===== src/rtl/reg_file_mp_scoreboard.sv =====
// Multi-port ARM register file (3 read, 2 write) with a per-register busy scoreboard for RAW/WAW detection.
// Optional same-cycle write-to-read forwarding is enabled by defining RF_BYPASS_EN.
module reg_file_mp_scoreboard #(
  parameter int WORD_WIDTH = 32,
  parameter int ADDR_WIDTH = 4,
  parameter int RESET_MODE = 1,
  localparam int NUM_REGS  = 2 ** ADDR_WIDTH
) (
  input  logic                  clk,
  input  logic                  rst,
  input  logic                  wr0_en,
  input  logic [ADDR_WIDTH-1:0] wr0_addr,
  input  logic [WORD_WIDTH-1:0] wr0_data,
  input  logic                  wr1_en,
  input  logic [ADDR_WIDTH-1:0] wr1_addr,
  input  logic [WORD_WIDTH-1:0] wr1_data,
  input  logic [ADDR_WIDTH-1:0] rd0_addr,
  input  logic [ADDR_WIDTH-1:0] rd1_addr,
  input  logic [ADDR_WIDTH-1:0] rd2_addr,
  output logic [WORD_WIDTH-1:0] rd0_data,
  output logic [WORD_WIDTH-1:0] rd1_data,
  output logic [WORD_WIDTH-1:0] rd2_data,
  output logic [2:0]            rd_busy,
  input  logic                  issue_en,
  input  logic [ADDR_WIDTH-1:0] issue_dest,
  output logic                  issue_waw,
  output logic [NUM_REGS-1:0]   busy_vec
);

  logic [WORD_WIDTH-1:0] regs [NUM_REGS];
  logic [NUM_REGS-1:0]   busy_q;
  logic [NUM_REGS-1:0]   busy_nxt;
  logic [ADDR_WIDTH-1:0] rd_addr [3];
  logic [WORD_WIDTH-1:0] rd_data [3];

  function automatic logic [WORD_WIDTH-1:0] reset_value(input int idx);
    if (RESET_MODE == 1) return WORD_WIDTH'(idx);
    return '0;
  endfunction

  // Port 1 is written last so it wins a same-address dual write.
  always_ff @(posedge clk or posedge rst) begin
    if (rst) begin
      for (int i = 0; i < NUM_REGS; i++) regs[i] <= reset_value(i);
    end else begin
      if (wr0_en) regs[wr0_addr] <= wr0_data;
      if (wr1_en) regs[wr1_addr] <= wr1_data;
    end
  end

  assign issue_waw = issue_en & busy_q[issue_dest];

  // A refused (WAW) issue leaves its bit alone; an accepted issue beats a same-cycle clear.
  always_comb begin
    busy_nxt = busy_q;
    if (wr0_en) busy_nxt[wr0_addr] = 1'b0;
    if (wr1_en) busy_nxt[wr1_addr] = 1'b0;
    if (issue_en && !issue_waw) busy_nxt[issue_dest] = 1'b1;
  end

  always_ff @(posedge clk or posedge rst) begin
    if (rst) busy_q <= '0;
    else     busy_q <= busy_nxt;
  end

  assign busy_vec   = busy_q;
  assign rd_addr[0] = rd0_addr;
  assign rd_addr[1] = rd1_addr;
  assign rd_addr[2] = rd2_addr;

  for (genvar k = 0; k < 3; k++) begin : g_rd
    logic hit0;
    logic hit1;
`ifdef RF_BYPASS_EN
    assign hit0 = ~rst & wr0_en & (wr0_addr == rd_addr[k]);
    assign hit1 = ~rst & wr1_en & (wr1_addr == rd_addr[k]);
`else
    assign hit0 = 1'b0;
    assign hit1 = 1'b0;
`endif
    // A forwarded operand is already available, so it is not a RAW hazard.
    assign rd_data[k] = hit1 ? wr1_data : (hit0 ? wr0_data : regs[rd_addr[k]]);
    assign rd_busy[k] = busy_q[rd_addr[k]] & ~(hit0 | hit1);
  end

  assign rd0_data = rd_data[0];
  assign rd1_data = rd_data[1];
  assign rd2_data = rd_data[2];

endmodule


===== config.mk =====
export PLATFORM = sky130hd
export DESIGN_NAME = reg_file_mp_scoreboard
export DESIGN_NICKNAME = d
export VERILOG_FILES = /design/src/rtl/reg_file_mp_scoreboard.sv
export SDC_FILE = /design/constraint.sdc
export NUM_CORES = 2
export LEC_CHECK = 0
export CAP_MARGIN = 0
export CORE_ASPECT_RATIO = 1.2
export CORE_MARGIN = 4
export CORE_UTILIZATION = 60
export DETAILED_ROUTE_END_ITERATION = 8
export MAX_ROUTING_LAYER = met4
export PLACE_DENSITY = 0.83
export SETUP_SLACK_MARGIN = 0.2
export SKIP_CTS_REPAIR_TIMING = 1
export SYNTH_ARGS = -nofsm -noshare
export SYNTH_HDL_FRONTEND = slang
export SYNTH_SLANG_ARGS = --single-unit

===== constraint.sdc =====
create_clock -name clk -period 25.6 [get_ports clk]
set_input_delay 2.56 -clock clk [delete_from_list [all_inputs] [get_ports clk]]
set_output_delay 2.56 -clock clk [all_outputs]
set_load 0.05 [all_outputs]

==> run_results.csv <==
group,metric,value,unit
outcome,status,"finished, final reports clean",
drt,viasPerCell,7.69,
floorplanning,fp-row-count,98,
layout,drive_gt1_share,19.3,%
clock_network,numCtsBuffers,56,
setup_path,crit_fanout,87,
clock_network,clkTransAtPathRegs,0.06,ns
clock_network,root_buffer,"clkbuf_16",
timing,rsz0062_at_grt,"false",
synthesis,synth_common_cells,"515 x mux2i_1, 496 x dfrtp_1, 401 x mux4_2",
placed_design,hpwl,72.3,mm
synthesis,yosysTopAreaCellShare,34.2,%
hold_path,holdCritPathClass,"register to register",
synthesis,syn-instance-count,3285,
layout,n_fill_cell,4126,
setup_path,reg2reg_from,"busy_vec[11]",
clock_network,clock_tree.buffer_depth,3,
placed_design,placed_area,38200,µm²
global_routing,grt-ovfl-total,0,
floorplanning,io_pins,209,
drt,wl_per_cell,32.3,µm
synthesis,syn_nets,3378,
global_routing,gr-usage-met3,15.3,%
power,peakVddDrop,0.0563,mV
setup_path,cp-end-kind,"output port",
layout,finalInstanceArea,40200,µm²
synthesis,synth-edff-count,0,
layout,syn2layout_area_growth,10.7,%
timing,drv_slew,0,
hold_path,min_from,"regs[128]",
timing,fmax,0.114,GHz
synthesis,yosys.cell_types.count,35,
timing,clock_skew,0.00566,ns
setup_path,slowest_stage,"buf_4",
synthesis,yosys-top-cells-area,"dfrtp_1 34%, mux4_2 25%, mux2i_1 14%",
timing,setup_ws,16.83,ns
setup_path,cp-startpoint,"rd2_addr[0]",
setup_path,crit_arrival,6.21,ns
layout,nets,3295,
global_routing,grt_max_degree,179,
global_routing,use_met2,58.5,%
power,power_density,82.0,nW/µm²
synthesis,syn_area,36300,µm²
synthesis,ys_ff_latch,528,
timing,hold_viol,0,
floorplanning,die_y,277,µm
global_routing,antenna_found_initial,16,
clock_network,h-tree-depth,2,
floorplanning,start_util,60.8,%
synthesis,ys_seq_area_share,36.5,%
timing,totalNegativeSetupSlack,0,ns
job,cap_violations,0,
setup_path,critPathBufInv,3,
clock_network,cts_tree,"yes",
drt,first_iter_violations,5456,
clock_network,cts.sinks,528,
drt,dr.pass1.iters,9,
setup_path,critical_path_required,23.04,ns
setup_path,slowest_delay,0.91,ns
setup_path,crit_type,"input pin to output port",
setup_path,cp_top_family,"buffers and inverters",
timing,setup_viol,0,
setup_path,start_kind,"input pin",
floorplanning,core_area,59700,µm²
synthesis,yosysMostFrequentCell,"mux2i_1",
synthesis,syn_avg_cell_area,11.0,µm²
global_routing,met1_usage,48.9,%
drt,ant_nets,0,
placed_design,post-place-ws,16.85,ns
timing,hold_slack,0.590,ns
power,p_leak,16.3,nW
floorplanning,die_x,233,µm
placed_design,portBuffers,208,
timing,worst_pin_slew,1.20,ns
placed_design,globalplace.congestion,0.925,
global_routing,grt_pass1_wl,196,mm
global_routing,grt_usage,41.7,%
global_routing,first_global_vias,31782,
layout,fin_util,67.3,%
synthesis,yosysTopAreaCell,"dfrtp_1",
floorplanning,die_area,64500,µm²
synthesis,ys_warn_count,0,
setup_path,crit_chain,"buf_8, buf_4, mux4_2, a22oi_1, nand2_1, clkdlybuf4s50_1",
timing,period_share,34.2,%
synthesis,ys.flop_type,"dfrtp_1",
synthesis,async_flop_share,100,%
timing,maxSlewHeadroom,20.2,%
global_routing,busiest_layer,"met2",
drt,wirelength,131,mm
timing,fin_crit,8.77,ns
drt,vias,31268,
clock_network,worst_skew_pair.late_latency,0.63,ns
drt,drc,0,
-- layout make-up --
type	count	area, µm²	share of cell area, %
clock inverters	18	250	0.623
clock buffers	86	1680	4.17
flip-flops and latches	528	13300	33.0
repair buffers	260	2500	6.23
well taps	800	1000	2.49
inverters	3	18.8	0.0467
multi-input cells	2353	21400	53.3
diodes	17	42.5	0.106
-- kinds of logic after synthesis --
| group | synth area share (%) |
|---|---|
| AO/OA/AOI/OAI | 11.5 |
| buffers and inverters | 4.95 |
| multiplexers | 39.1 |
| flip-flops | 36.5 |
| AND/OR/NAND/NOR | 7.94 |
-- flip-flops by register name (all words and copies together), names as in the netlist --
signal / cells
busy_vec: 16
regs: 512
-- tightest hold or removal path, cell delays in order, from the launching register on --
cell and delay (ns):
dfstp_2 0.39, mux2i_1 0.12, a21oi_1 0.08
-- routing by layer --
layer,vias up,share of wire (%),wire (µm)
met2,3054,44,57800
met1,15084,30,39800
li1,12173,-,-
met3,957,16,21100
met5,-,0,0
met4,0,9.7,12700
-- final timing paths --
check | endpoint | slack, ns | cells past startpoint
worst max-delay path | rd2_data[2] | 16.83 | 6
worst min-delay path | regs[128] | 0.59 | 2
worst max register to register | busy_vec[9] | 23.80 | 4
worst min register to register | regs[128] | 0.59 | 2
max in group asynchronous | regs[339] | 20.66 | 4
min in group asynchronous | regs[284] | 2.54 | 2
-- report_power, final --
part | switching (mW) | internal [mW] | total (mW)
Combinational | 0.578 | 0.552 | 1.13
Clock | 0.359 | 0.509 | 0.869
Sequential | 0.237 | 1.06 | 1.30
Total | 1.17 | 2.12 | 3.30
-- cell usage in the layout (no fill, tap or decap), drive strengths merged --
| cell type | instances |
|---|---|
| inv | 5 |
| dfstp | 32 |
| bufinv | 6 |
| mux2i | 515 |
| a32o | 8 |
| a21oi | 320 |
| and2 | 9 |
| nor2b | 9 |
| o21ai | 199 |
| nand3 | 8 |
| mux4 | 401 |
| clkdlybuf4s50 | 202 |
| a22o | 1 |
| nand4b | 1 |
| clkbuf | 86 |
| nand3b | 1 |
| nor3b | 3 |
| nand2b | 4 |
| nand4 | 1 |
| dfrtp | 496 |
| diode | 17 |
| o22ai | 1 |
| and3b | 3 |
| buf | 58 |
| clkinvlp | 1 |
| nand2 | 323 |
| a22oi | 198 |
| nor2 | 334 |
| clkinv | 9 |
| nor3 | 9 |
| and3 | 2 |
| or3 | 3 |
-- through the flow --
| stage | cells | power, mW |
|---|---|---|
| 6_report | 4065 | 3.30 |
| 2_1_floorplan | 3285 | 2.06 |
| 3_5_place_dp | 3944 | 2.40 |
| 4_1_cts | 4048 | 3.26 |
| 5_1_grt | 4064 | 3.41 |
| 3_3_place_gp | 3944 | 2.32 |
Power figures use the tool's default switching activity.
